[src/rtl/morse_char_assembler.sv]
// Morse character assembler: gathers dot/dash symbols into a letter and
// emits its ASCII code after a letter gap, or a space after a word gap.
module morse_char_assembler #(
  parameter int TICK_FINAL = 4_999_999,
  parameter int LETTER_GAP = 3,
  parameter int WORD_GAP   = 7
) (
  input  logic       clk,
  input  logic       reset,
  input  logic       key,
  input  logic       dot,
  input  logic       dash,
  output logic [7:0] char_out,
  output logic       char_valid,
  output logic [2:0] sym_count,
  output logic       overflow
);

  localparam int PW =
    (TICK_FINAL > 0) ? $clog2(TICK_FINAL + 1) : 1;
  localparam logic [PW-1:0] PRE_END = PW'(TICK_FINAL);
  localparam logic [3:0] LG_M1 = 4'(LETTER_GAP - 1);
  localparam logic [3:0] WG    = 4'(WORD_GAP);
  localparam logic [3:0] WG_M1 = 4'(WORD_GAP - 1);

  typedef enum logic [1:0] {
    IDLE,
    COLLECT,
    WAIT_WORD
  } state_t;

  state_t        state_q, state_d;
  logic [PW-1:0] pre_q, pre_d;
  logic [3:0]    gap_q, gap_d, gap_inc;
  logic [4:0]    pat_q, pat_d, pat_c;
  logic [2:0]    cnt_q, cnt_d, cnt_c;
  logic          ovf_q, ovf_d, ovf_c;
  logic [7:0]    char_q, char_d, code;
  logic          valid_q, valid_d;
  logic          tick, sym, emit;

  // First symbol sits in the MSB of the used bits of p.
  function automatic logic [7:0] decode(
    input logic [2:0] n,
    input logic [4:0] p
  );
    logic [7:0] c;
    c = 8'h3F;
    case ({n, p})
      {3'd1, 5'b00000}: c = 8'h45;
      {3'd1, 5'b00001}: c = 8'h54;
      {3'd2, 5'b00000}: c = 8'h49;
      {3'd2, 5'b00001}: c = 8'h41;
      {3'd2, 5'b00010}: c = 8'h4E;
      {3'd2, 5'b00011}: c = 8'h4D;
      {3'd3, 5'b00000}: c = 8'h53;
      {3'd3, 5'b00001}: c = 8'h55;
      {3'd3, 5'b00010}: c = 8'h52;
      {3'd3, 5'b00011}: c = 8'h57;
      {3'd3, 5'b00100}: c = 8'h44;
      {3'd3, 5'b00101}: c = 8'h4B;
      {3'd3, 5'b00110}: c = 8'h47;
      {3'd3, 5'b00111}: c = 8'h4F;
      {3'd4, 5'b00000}: c = 8'h48;
      {3'd4, 5'b00001}: c = 8'h56;
      {3'd4, 5'b00010}: c = 8'h46;
      {3'd4, 5'b00100}: c = 8'h4C;
      {3'd4, 5'b00110}: c = 8'h50;
      {3'd4, 5'b00111}: c = 8'h4A;
      {3'd4, 5'b01000}: c = 8'h42;
      {3'd4, 5'b01001}: c = 8'h58;
      {3'd4, 5'b01010}: c = 8'h43;
      {3'd4, 5'b01011}: c = 8'h59;
      {3'd4, 5'b01100}: c = 8'h5A;
      {3'd4, 5'b01101}: c = 8'h51;
      {3'd5, 5'b11111}: c = 8'h30;
      {3'd5, 5'b01111}: c = 8'h31;
      {3'd5, 5'b00111}: c = 8'h32;
      {3'd5, 5'b00011}: c = 8'h33;
      {3'd5, 5'b00001}: c = 8'h34;
      {3'd5, 5'b00000}: c = 8'h35;
      {3'd5, 5'b10000}: c = 8'h36;
      {3'd5, 5'b11000}: c = 8'h37;
      {3'd5, 5'b11100}: c = 8'h38;
      {3'd5, 5'b11110}: c = 8'h39;
      default:          c = 8'h3F;
    endcase
    return c;
  endfunction

  always_comb begin
    pre_d = pre_q + PW'(1);
    if (key || pre_q == PRE_END) pre_d = '0;
  end

  assign tick = !key && (pre_q == PRE_END);
  assign sym  = dot ^ dash;

  // Symbol capture happens first so a same-cycle symbol joins the letter.
  always_comb begin
    pat_c = pat_q;
    cnt_c = cnt_q;
    ovf_c = ovf_q;
    if (sym) begin
      if (cnt_q == 3'd5) begin
        ovf_c = 1'b1;
      end else begin
        pat_c = {pat_q[3:0], dash};
        cnt_c = cnt_q + 3'd1;
      end
    end
  end

  assign gap_inc = (gap_q < WG) ? gap_q + 4'd1 : gap_q;

  always_comb begin
    state_d = state_q;
    pat_d   = pat_c;
    cnt_d   = cnt_c;
    ovf_d   = ovf_c;
    gap_d   = gap_q;
    emit    = 1'b0;
    code    = 8'h00;
    case (state_q)
      IDLE: begin
        gap_d = 4'd0;
        if (sym) state_d = COLLECT;
      end
      COLLECT: begin
        if (sym || key) gap_d = 4'd0;
        else if (tick) gap_d = gap_inc;
        if (tick && gap_q == LG_M1) begin
          emit    = 1'b1;
          code    = ovf_c ? 8'h3F : decode(cnt_c, pat_c);
          pat_d   = 5'd0;
          cnt_d   = 3'd0;
          ovf_d   = 1'b0;
          gap_d   = gap_inc;
          state_d = WAIT_WORD;
        end
      end
      WAIT_WORD: begin
        if (sym || key) begin
          gap_d   = 4'd0;
          state_d = COLLECT;
        end else if (tick) begin
          gap_d = gap_inc;
          if (gap_q == WG_M1) begin
            emit    = 1'b1;
            code    = 8'h20;
            gap_d   = 4'd0;
            state_d = IDLE;
          end
        end
      end
      default: state_d = IDLE;
    endcase
  end

  assign char_d  = emit ? code : char_q;
  assign valid_d = emit;

  always_ff @(posedge clk or posedge reset) begin
    if (reset) begin
      state_q <= IDLE;
      pre_q   <= '0;
      gap_q   <= 4'd0;
      pat_q   <= 5'd0;
      cnt_q   <= 3'd0;
      ovf_q   <= 1'b0;
      char_q  <= 8'h00;
      valid_q <= 1'b0;
    end else begin
      state_q <= state_d;
      pre_q   <= pre_d;
      gap_q   <= gap_d;
      pat_q   <= pat_d;
      cnt_q   <= cnt_d;
      ovf_q   <= ovf_d;
      char_q  <= char_d;
      valid_q <= valid_d;
    end
  end

  assign char_out   = char_q;
  assign char_valid = valid_q;
  assign sym_count  = cnt_q;
  assign overflow   = ovf_q;

endmodule

[config.mk]
export PLATFORM = sky130hd
export DESIGN_NAME = morse_char_assembler
export DESIGN_NICKNAME = d
export VERILOG_FILES = /design/src/rtl/morse_char_assembler.sv
export SDC_FILE = /design/constraint.sdc
export NUM_CORES = 1
export LEC_CHECK = 0
export CAP_MARGIN = 25
export CORE_AREA = 3 3 96 98
export DETAILED_ROUTE_END_ITERATION = 10
export DIE_AREA = 0 0 99 101
export MAX_ROUTING_LAYER = met4
export PLACE_DENSITY = 0.62
export SLEW_MARGIN = 20
export SYNTH_ARGS = -nofsm -noshare
export SYNTH_HDL_FRONTEND = slang
export SYNTH_SLANG_ARGS = --single-unit
[constraint.sdc]
create_clock -name clk -period 3.3 [get_ports clk]
set_input_delay 0.66 -clock clk [delete_from_list [all_inputs] [get_ports clk]]
set_output_delay 0.66 -clock clk [all_outputs]
set_load 0.02 [all_outputs]
== Word level (Yosys, flattened, before mapping) ==
Index checks and enable logic that the tools add are counted.

* Multipliers: 0
* Equality and inequality tests: 47
* Shifts and indexed selects: 0
* Reduce and logical (&&, ||, !) cells: 9
* Magnitude comparators: 1
* Muxes and demuxes: 39
* Bitwise operators: 1
* Divide/modulo/power cells: 0
* $add $sub $neg: 3

{| class="wikitable"
|+ Operator list
! operator !! number
|-
| $pmux W7 S36 || 1
|-
| $eq A8 B8 Y1 const B || 22
|-
| $eq A8 B7 Y1 const B || 12
|-
| $mux W4 || 7
|-
| $add A23 B1 Y23 const B || 1
|-
| $eq A23 B23 Y1 const B || 1
|-
| $mux W23 || 1
|-
| $mux W5 || 4
|-
| $mux W6 || 3
|-
| $eq A8 B6 Y1 const B || 2
|-
| $mux W8 || 2
|-
| $pmux W8 S2 || 1
|-
| $mux W3 || 4
|-
| $pmux W4 S3 || 1
|-
| $mux W2 || 5
|-
| $mux W1 || 8
|-
| $ne A3 B3 Y1 const B || 2
|-
| $pmux W2 S3 || 1
|-
| $add A4 B1 Y4 const B || 1
|-
| $eq A4 B2 Y1 const B || 1
|-
| $eq A4 B3 Y1 const B || 1
|-
| $lt A4 B3 Y1 const B || 1
|-
| $ne A2 B2 Y1 const B || 2
|-
| $ne A4 B4 Y1 const B || 1
|-
| 13 further kinds || 15
|}

* Input port bits: 5
* Register bits: 47
* Memories: 0
* Word-level logic and storage cells: 108
* Memory bits (read-only): 0
* RAM bits: 0
* Output and inout port bits: 13
* Bits in latches: 0

== Logic depth before layout (Yosys ltp) ==
* Word-level depth: 8
* Gate-level depth with buffers: 12
* Depth with buffers taken out: 10

== Worst setup path after synthesis ==
OpenSTA, ideal clock, no wires.

* Kind: reg2reg
* Start: reg cnt_q[1], in the netlist sym_count[1]
* End: reg char_q[5], in the netlist char_out[5]
* Clock period less this slack: 3.078 ns
* Path buffers: 0
* Setup slack: 0.222 ns
* Required time: 3.174 ns
* Data arrival time: 2.952 ns
* Stages on the path, launching flop included: 10
* Library setup time: 0.126 ns
* Path through: dfrtp_1 > inv_1 > ha_1 > or2b_1 > or4_4 > a211o_4 > a2111oi_4 > a211oi_2 > and4_4 > o32a_1

* Longest elaborated chain between the ends: 8
* Elaborated cells on any way between the ends: 48
* Classes of those cells: add/sub (1); eq/ne (37); mux (10)

{| class="wikitable"
|+ Ends and longest elaborated chain
! item !! RTL line !! source
|-
| from (decl) || 36 || <nowiki>logic [2:0] cnt_q, cnt_d, cnt_c;</nowiki>
|-
| from (signal assigned) || 178 || <nowiki>cnt_q <= cnt_d;</nowiki>
|-
| $add A3 B1 Y3 or $eq A3 B3 Y1 (tied branches) || 109, 105 ||
|-
| $mux W3 or $mux W5 (tied branches) || 105 || <nowiki>if (cnt_q == 3'd5) begin</nowiki>
|-
| $mux W3 or $mux W5 (tied branches) || 104 || <nowiki>if (sym) begin</nowiki>
|-
| $eq A8 B8 Y1, or another cell as far along || 49 || <nowiki>case ({n, p})</nowiki>
|-
| $pmux W7 S36 || 49 ||
|-
| $mux W8 (*) || 134 || <nowiki>code = ovf_c ? 8'h3F : decode(cnt_c, pat_c);</nowiki>
|-
| $mux W8 (*) || 132 || <nowiki>if (tick && gap_q == LG_M1) begin</nowiki>
|-
| $pmux W8 S2 (*) || 124 || <nowiki>case (state_q)</nowiki>
|-
| to (signal assigned) || 180 || <nowiki>char_q <= char_d;</nowiki>
|-
| to (decl) || 38 || <nowiki>logic [7:0] char_q, char_d, code;</nowiki>
|}

Every way passes the cells marked *; elsewhere a longest branch is shown, timed or not.
A chain may end at the register's enable or synchronous reset.

== Worst setup path in the final report ==
* Start: in dot
* End: reg char_q[1], in the netlist char_out[1]

* Longest elaborated chain between the ends: 7
* Elaborated cells on any way between the ends: 48
* Classes of those cells: eq/ne (36); mux (10); bitwise (1); reduce/logical (1)

{| class="wikitable"
|+ Ends and longest elaborated chain
! item !! RTL line !! source
|-
| from (decl) || 11 || <nowiki>input logic dot,</nowiki>
|-
| $xor A1 B1 Y1 (*) || 97 || <nowiki>assign sym = dot ^ dash;</nowiki>
|-
| $mux W5 or $mux W3 (tied branches) || 104 ||
|-
| $eq A8 B8 Y1, or another cell as far along || 49 ||
|-
| $pmux W7 S36 || 49 ||
|-
| $mux W8 || 134 ||
|-
| $mux W8 || 132 ||
|-
| $pmux W8 S2 || 124 ||
|}

Marked as above.

==> results <==
- The leakage dissipation is 1.67 nW.
- In this run the remaining antenna-violating nets after routing total 0.
- The number of antenna violations at the first check in global routing is 0.
- The classification of the worst-slack hold path is flop to flop.
- The first global-routing pass estimated between 10,000 and 15,000 um of wire.
- The tree is rooted in a sky130_fd_sc_hd__clkbuf_8.
- The cell type of the slowest stage on the worst timing path is sky130_fd_sc_hd__clkdlybuf4s50_1.
- After global routing the overflow that remains totals 0.
- The largest fanout on the critical path is 9.
- The worst-case hold slack is ~0.5 ns.
- Headroom to the max-slew limit came out at 45.6%.
- The portion of netlist area occupied by mux cells is less than 1%.
- The H-tree generated during clock tree synthesis spans 2 levels.
- At the worst endpoint, the required time is 3.46 ns.
- The proportion of layout cells with a drive suffix above 1 is between 20% and 30%.
- The number of global-route vias before repair is ~3.0k.
- The global-route total usage across every layer is between 15 and 20%.
- The CTS tree is done.
- OpenSTA, run right after detailed placement, puts the worst setup slack at -0.152 ns.
- Once layout is done, the placed cells without fillers occupy roughly 0.0040 mm2.
- The nature of the critical path startpoint is an input pin.
- The number of clock buffers added by TritonCTS is 5.
- Dividing the detail-routed wire length by the instance count gives ~16 um.
- Of the post-synthesis cell area, the dominant cell type holds 34.7%.
- For this run, the post-layout net count is 445.
- By area, the combinational part of the netlist is dominated by simple AND/OR/NAND/NOR gates.
- The synthesized design contains 0 enable-type register cells.
- The endpoint class of the critical path is a flop.
- Entering global routing, the biggest net connects 47 pins.
- Dividing the final minimum period by the clock period gives a little over nine tenths.
- The initial utilization of the core area, before any placement, comes to about two fifths.
- On the worst path, the slowest cell contributes a delay of 0.54 ns.
- The final count of negative-setup-slack endpoints is 0.
- The count of buffers from port buffering is 16.
- The final critical delay including setup and external delays is around 3.2 ns.
- The clock tree buffer depth is 2.
- The timing endpoint of the critical path is char_out[1]$_DFFE_PP0P_.
- The count of max-cap constraint violations is 0.
- The worst register-to-register path begins at sym_count[1]$_DFF_PP0_.
- After legalization and detailed placement, the total HPWL measured 6580 um.
- The logic depth of the worst register-to-register path is 9.
- The number of different library cells used by synthesis comes to 77.
- After synthesis, the share of flip-flops with an asynchronous set or reset is 100%.
- Summing the areas of all and, or, nand and nor instances in the mapped netlist gives 24.4% of the synthesized area.
- In the synthesized netlist the dominant register cell turns out to be sky130_fd_sc_hd__dfrtp_1.
- The synthesized netlist devotes 24.2% of its cell area to compound gates.
- Compared with the post-synthesis result, the final layout area differs by 19.7%.
- The detailed-router iteration count before antenna repair is 5.
- The critical path start-end classification is input pin to flop.
- The total placed instance area is 0.00384 mm2.
- The maximum clock frequency is roughly 320 MHz.
- Setup repair after global routing left no endpoint under its margin.
- The cell area that synthesis handed to floorplanning was 0.00332 mm2.
- The setup check on the worst reg-to-reg path leaves a slack of between 0.2 and 0.3 ns.
- The number of nets in the synthesized netlist is 389.
- The XOR/XNOR share of the synthesized area is under 10%.
- The highest ir drop seen on vdd is 0.263 mV.
- The reg-to-reg endpoint is char_out[5]$_DFFE_PP0P_.
- Walking the worst path, the cells encountered are clkdlybuf4s50_1 > xor2_1 > buf_4 > and4b_1 > buf_4 > a211oi_2 > a22oi_1 > or4b_1 > a211o_1 > a22oi_1 > o21ai_0.
- Setup slack closes at 0.149 ns.
- The run finished with clean final reports.
- The number of warnings printed during yosys synthesis is 0.
- For this run, design rule violations remaining after detail routing come to 0.
- The share of the yosys chip area belonging to registers is 34.7%.
- After clock tree synthesis, the clock-pin slew on the worst setup and hold paths is around 0.090 ns.
- The die is slightly below 100 um wide.
- The first-iteration detailed-routing DRC count is around 170.
- For the worst-skew pair, the clock arrives at the later sink with an insertion delay of approximately 0.29 ns.
- The floorplan step defined a die boundary enclosing about 0.01 mm2.
- In the routed layout, each cell is associated on average with a via count of 5.63.
- CTS saw 46 sinks.
- The total setup buffers inserted after CTS is 0.
- The count of final hold-check violations was 0.
- Row generation in the floorplan step produced 34 rows.
- Wires add up to between 8000 and 9000 um.
- Dividing the synthesized area by the synthesized cell count gives a little under 9 um2.
- The number of max-slew violations in the final report was 0.
- The floorplan step defined a core boundary enclosing 0.00855 mm2.
- Synthesis produced 375 cells.
- Tracing the worst setup path back leads to its startpoint at dot.
- Grouping stages by cell kind, the critical path spends the most delay in buffers and inverters.
- The number of placed I/O pins is 18.
- The number of buffer and inverter stages on the critical path is 3.
- The floorplan step set the die height to between 100 and 150 um.
- The adder and majority cell fraction of the synthesized area is between 3 and 4%.
- The number of synthesized register bits is 46.
- In this run the number of cells on the critical path is 11.
- Data on the critical path arrives at its endpoint at between 3 and 4 ns.
- Once layout is complete, the utilization of the core stands at 46.5%.
- Power spread over the standard cell area amounts to 715 mW/mm2.
- The global placement routability congestion is approximately 0.95.
- The number of diodes is 0.
- On the final layout, the worst clock skew is just over 0.004 ns.
- By area the synthesized netlist is led by sky130_fd_sc_hd__dfrtp_1 (35%), sky130_fd_sc_hd__nor2_1 (5.7%), sky130_fd_sc_hd__xor2_1 (4.0%), sky130_fd_sc_hd__ha_1 (3.4%), sky130_fd_sc_hd__a21oi_1 (2.9%).
- The slew at the pin closest to its max-slew limit is 0.817 ns.
- The total of hold buffers inserted after clock tree synthesis is 0.
- The number of vias after detailed routing is 3,042.
- Summed over all instances, the cell type with the most area after synthesis is sky130_fd_sc_hd__dfrtp_1.
## logic make-up after synthesis
group,Yosys count
AOI/OAI and AO/OA,108
xor gates and xnor gates,24
adders and majority gates,9
buffers and inverters,31
DFF,46
muxes,2
other,1
and+or+nand+nor,154
## state kept, by name (all words and copies together) (netlist names)
signal and flops:
pre_q 23, char_out 7, overflow 1, state_q 2
pat_q 5, sym_count 3, gap_q 4, char_valid 1
## metal layers
| layer | wire (um) | up-vias | share of wire [%] | global-route usage (%) |
|---|---|---|---|---|
| li1 | - | 1494 | - | - |
| met1 | 4150 | 1436 | 48 | 24.9 |
| met2 | 3990 | 89 | 46 | 27.8 |
| met3 | 348 | 23 | 4.0 | 2.35 |
| met4 | 233 | 0 | 2.7 | 6.62 |
| met5 | 0 | - | 0 | - |
## how the worst min path moves through the flow
stage,cells after the start,from,end
detailed placement,2,char_out[4]$_DFFE_PP0P_,char_out[4]$_DFFE_PP0P_
finish,1,pre_q[0]$_DFF_PP0_,pre_q[0]$_DFF_PP0_
global route,2,char_out[6]$_DFFE_PP0P_,char_out[6]$_DFFE_PP0P_
global placement,1,pre_q[0]$_DFF_PP0_,pre_q[0]$_DFF_PP0_
floorplan,1,pre_q[0]$_DFF_PP0_,pre_q[0]$_DFF_PP0_
CTS,1,pre_q[0]$_DFF_PP0_,pre_q[0]$_DFF_PP0_
## placed cells by master, fill, tap and decap left out, types with 3 or more instances in the layout
cell	n
sky130_fd_sc_hd__nor2_1	50
sky130_fd_sc_hd__buf_4	49
sky130_fd_sc_hd__dfrtp_1	46
sky130_fd_sc_hd__nand2_1	23
sky130_fd_sc_hd__a21oi_1	19
sky130_fd_sc_hd__o21ai_0	17
sky130_fd_sc_hd__nand3_1	17
sky130_fd_sc_hd__clkdlybuf4s50_1	16
sky130_fd_sc_hd__xor2_1	15
sky130_fd_sc_hd__inv_1	11
sky130_fd_sc_hd__and3_1	10
sky130_fd_sc_hd__a31oi_1	9
sky130_fd_sc_hd__nand4_1	9
sky130_fd_sc_hd__xnor2_1	9
sky130_fd_sc_hd__ha_1	9
sky130_fd_sc_hd__nor3_1	8
sky130_fd_sc_hd__o21ai_1	6
sky130_fd_sc_hd__nor4_1	5
sky130_fd_sc_hd__and2_1	5
sky130_fd_sc_hd__o211ai_1	5
sky130_fd_sc_hd__clkbuf_8	5
sky130_fd_sc_hd__nor4b_1	4
sky130_fd_sc_hd__o21a_1	4
sky130_fd_sc_hd__a211oi_2	4
sky130_fd_sc_hd__a2111oi_0	3
sky130_fd_sc_hd__o31ai_1	3
sky130_fd_sc_hd__and4_1	3
sky130_fd_sc_hd__or2_2	3
sky130_fd_sc_hd__a21o_2	3
## cells in the mapped netlist, types with 3 or more instances
cell	instances
sky130_fd_sc_hd__a2111oi_0	3
sky130_fd_sc_hd__a211oi_1	3
sky130_fd_sc_hd__a211oi_2	3
sky130_fd_sc_hd__a21o_2	3
sky130_fd_sc_hd__a21oi_1	19
sky130_fd_sc_hd__a31oi_1	9
sky130_fd_sc_hd__and2_1	5
sky130_fd_sc_hd__and3_1	10
sky130_fd_sc_hd__and4_1	3
sky130_fd_sc_hd__buf_6	5
sky130_fd_sc_hd__clkbuf_1	5
sky130_fd_sc_hd__dfrtp_1	46
sky130_fd_sc_hd__ha_1	9
sky130_fd_sc_hd__inv_1	12
sky130_fd_sc_hd__nand2_1	23
sky130_fd_sc_hd__nand3_1	17
sky130_fd_sc_hd__nand4_1	9
sky130_fd_sc_hd__nor2_1	50
sky130_fd_sc_hd__nor3_1	8
sky130_fd_sc_hd__nor4_1	5
sky130_fd_sc_hd__nor4b_1	4
sky130_fd_sc_hd__o211ai_1	5
sky130_fd_sc_hd__o21a_1	4
sky130_fd_sc_hd__o21ai_0	17
sky130_fd_sc_hd__o21ai_1	6
sky130_fd_sc_hd__o31ai_1	3
sky130_fd_sc_hd__or2_2	3
sky130_fd_sc_hd__xnor2_1	9
sky130_fd_sc_hd__xor2_1	15
## power breakdown
group	switching (mW)	internal (mW)	leakage, nW
clock	0.190	0.226	0.0514
combinational	0.949	0.744	1.00
sequential	0.106	0.628	0.618
total	1.25	1.60	1.67
## layout make-up
type | instances | area, um2
tap | 108 | 135
timing repair buffer | 66 | 548
sequential | 46 | 1150
clock buffer | 6 | 72.6
inverter | 14 | 66.3
fill | 841 | 4570
clock inverter | 2 | 37.5
multi-input combinational | 298 | 1970
## per-stage QoR
step	cells	power, mW	TNS (ns)
after floorplan	375	1.82	0
after global placement	531	2.41	-0.794
after detailed placement	531	2.39	-0.632
after CTS	539	2.83	0
after global routing	540	3.03	0
final	540	2.84	0
## repair_timing
action,in CTS,in global routing
hold endpoints to repair,0,0
gates resized for setup,0,1
endpoints found under the setup margin,0,4
(Power assumes the default switching activity.)
==> RTL edit: new RTL, config.mk and constraints unchanged <==
The 3 states of `state_t` get a one-hot encoding in 3 bits.
--- a/src/rtl/morse_char_assembler.sv
+++ b/src/rtl/morse_char_assembler.sv
@@ -24,8 +24,8 @@
   localparam logic [3:0] WG_M1 = 4'(WORD_GAP - 1);
 
-  typedef enum logic [1:0] {
-    IDLE,
-    COLLECT,
-    WAIT_WORD
+  typedef enum logic [2:0] {
+    IDLE      = 3'b001,
+    COLLECT   = 3'b010,
+    WAIT_WORD = 3'b100
   } state_t;
 
Function: no difference found for any inputs over 10 cycles, from zero or initial values and one cycle with reset high; not proved beyond that.
==> RTL edit against the original RTL <==
Setup slack gained 0.043 ns. Area after synthesis rose by 2.1%. Global-route usage up 2.0 points. Sequential cell count up 1. Clock power decreased by 14%. Wire length up 9.5%. Total power shrank 0.76%. Cell area is 3.9% higher. Sequential power grew 7.2%. Largest cell class unchanged.
==> RTL edit: results (changes against the original RTL) <==
[outcome]
status=finished, final reports clean  ; unchanged

[setup_path]
regToRegEndpoint=char_out[1]  ; was char_out[5]
family_with_the_most_delay_on_the_worst_path=compound AO/OA/AOI/OAI gates  ; was buffers and inverters
data_arrival_at_the_endpoint_of_the_critical_path_ns=3.29  ; was 3.31 ns
worst-r2r-setup-slack_ns=0.35  ; was 0.27 ns
worst-r2r-cell-count=11  ; was 9
critPathMaxStageDelay_ns=0.46  ; was 0.54 ns
worstPathMaxFanout=13  ; was 9

[drt]
routed_wirelength_um=9540  ; was 8710 um
remaining_drc_errors=0  ; unchanged
drt_iter0_drc=233  ; was 165
drt_pass1_iterations=4  ; was 5
routed-via-count=3398  ; was 3042

[final_layout]
num-nets-final=477  ; was 445
num_antenna_cells=0  ; unchanged
layout_cell_share_with_drive_strength_beyond_1=0.175  ; was 0.204
n_fill_cell=860  ; was 841

[global_routing]
grt_pass1_wl_um=15900  ; was 14600 um
vias_in_the_first_global_route=3273  ; was 2989
grt_start_max_net_pins=48  ; was 47
grt_use_total=0.202  ; was 0.183

[logic_synthesis]
synthesis.yosys.warnings=0  ; unchanged
synthDistinctLibCells=71  ; was 77
ys_seq_area_frac=0.347  ; about the same
yosys-top-cells-area=sky130_fd_sc_hd__dfrtp_1 34%, sky130_fd_sc_hd__nor2_1 7.0%, sky130_fd_sc_hd__a21oi_1 4.3%, sky130_fd_sc_hd__xor2_1 3.9%, sky130_fd_sc_hd__nand2_1 3.2%  ; was sky130_fd_sc_hd__dfrtp_1 35%, sky130_fd_sc_hd__nor2_1 5.7%, sky130_fd_sc_hd__xor2_1 4.0%, sky130_fd_sc_hd__ha_1 3.4%, sky130_fd_sc_hd__a21oi_1 2.9%
synthTopCellsByCount=63 x sky130_fd_sc_hd__nor2_1, 46 x sky130_fd_sc_hd__dfrtp_1, 29 x sky130_fd_sc_hd__a21oi_1, 29 x sky130_fd_sc_hd__nand2_1, 18 x sky130_fd_sc_hd__nor3_1  ; was 50 x sky130_fd_sc_hd__nor2_1, 46 x sky130_fd_sc_hd__dfrtp_1, 23 x sky130_fd_sc_hd__nand2_1, 19 x sky130_fd_sc_hd__a21oi_1
synth_fp_nets=423  ; was 389

[timing]
worst_hold_slack_across_all_endpoints_ns=0.490  ; was 0.491 ns
clock_skew_ns=0.00904  ; was 0.00415 ns
tightestPinTransition_ns=0.617  ; was 0.817 ns
timing_hold_violations_final=0  ; unchanged

[power_and_ir_drop]
p_leak_nw=1.66  ; was 1.67 nW
p_int_mw=1.51  ; was 1.60 mW
vdd_ir_drop_max_uv=196  ; was 263 uV

[flow_run]
cap_viol_max_count=0  ; unchanged

[hold_path]
holdPathStages=1  ; unchanged
hold_path_startpoint=char_out[6]  ; was pre_q[0]
hold-path-endpoint=char_out[6]  ; was pre_q[0]

[clock_network]
clkLatencyLatePin_ns=0.30
clock_tree.buffer_depth=2  ; unchanged

[placed_design]
dp_hpwl_um=7300  ; was 6580 um
routabilityCongestion=0.979  ; was 0.949

## RTL edit: changes by cell type after synthesis, moves of 6 or more
cell                       unedited run  this run
sky130_fd_sc_hd__nor3_1               8        18
sky130_fd_sc_hd__a21oi_1             19        29
sky130_fd_sc_hd__a21o_1               2         8
sky130_fd_sc_hd__clkbuf_1             5        17
sky130_fd_sc_hd__nand2_1             23        29
sky130_fd_sc_hd__nor2_1              50        63
## RTL edit: power groups by stage
stage / logic (mW) / clock network, mW / registers [mW]
floorplan: 1.02 / 0 / 0.718
global placement: 1.63 / 0 / 0.796
detailed placement: 1.61 / 0 / 0.796
CTS: 1.62 / 0.374 / 0.785
global route: 1.82 / 0.388 / 0.806
finish: 1.68 / 0.356 / 0.787
## RTL edit: routing by layer
layer  global-route usage  vias up  wire (um)
met5                    -        -          0
met1                0.268     1620       4320
li1                     -     1629          -
met4               0.0714        0        275
met3               0.0401       33        597
met2                0.308      116       4340
## RTL edit: how the worst max path moves through the flow
stage            startpoint     endpoint  slack, ns  cells after the start
3_3_place_gp           dash  char_out[1]      -0.20                     11
6_report               dash  char_out[1]       0.19                     11
4_1_cts                dash  char_out[0]       0.09                     12
2_1_floorplan  sym_count[1]  char_out[1]       0.40                     11
5_1_grt                dash  char_out[0]       0.03                     12
3_5_place_dp           dash  char_out[1]      -0.21                     11
## RTL edit: through the flow
stage	utilization	worst slack (ns)	cell area, um^2	std cells
after floorplan	-	0.396	3390	413
after global placement	0.467	-0.203	4000	567
after detailed placement	0.467	-0.205	4000	567
after CTS	0.478	0.0874	4090	575
after global routing	0.483	0.0330	4130	576
final	0.483	0.193	4130	576
## RTL edit: final cells by class
cell class                 instances  area share
inverter                          12      0.0109
tap                              108      0.0327
clock inverter                     2     0.00394
multi-input combinational        331       0.507
clock buffer                       6      0.0176
timing repair buffer              70       0.143
sequential                        47       0.285
## RTL edit: cells by family (layout without fill, tap and decap cells)
logic type,after synthesis,count (layout),synth area share
simple gates,182,182,0.272
fa+ha+maj,5,5,0.0184
other cells,1,1,0.00111
buf+inv,35,90,0.0432
flops,47,47,0.347
compound gates,116,116,0.245
xor+xnor,24,24,0.0642
mux,3,3,0.00922
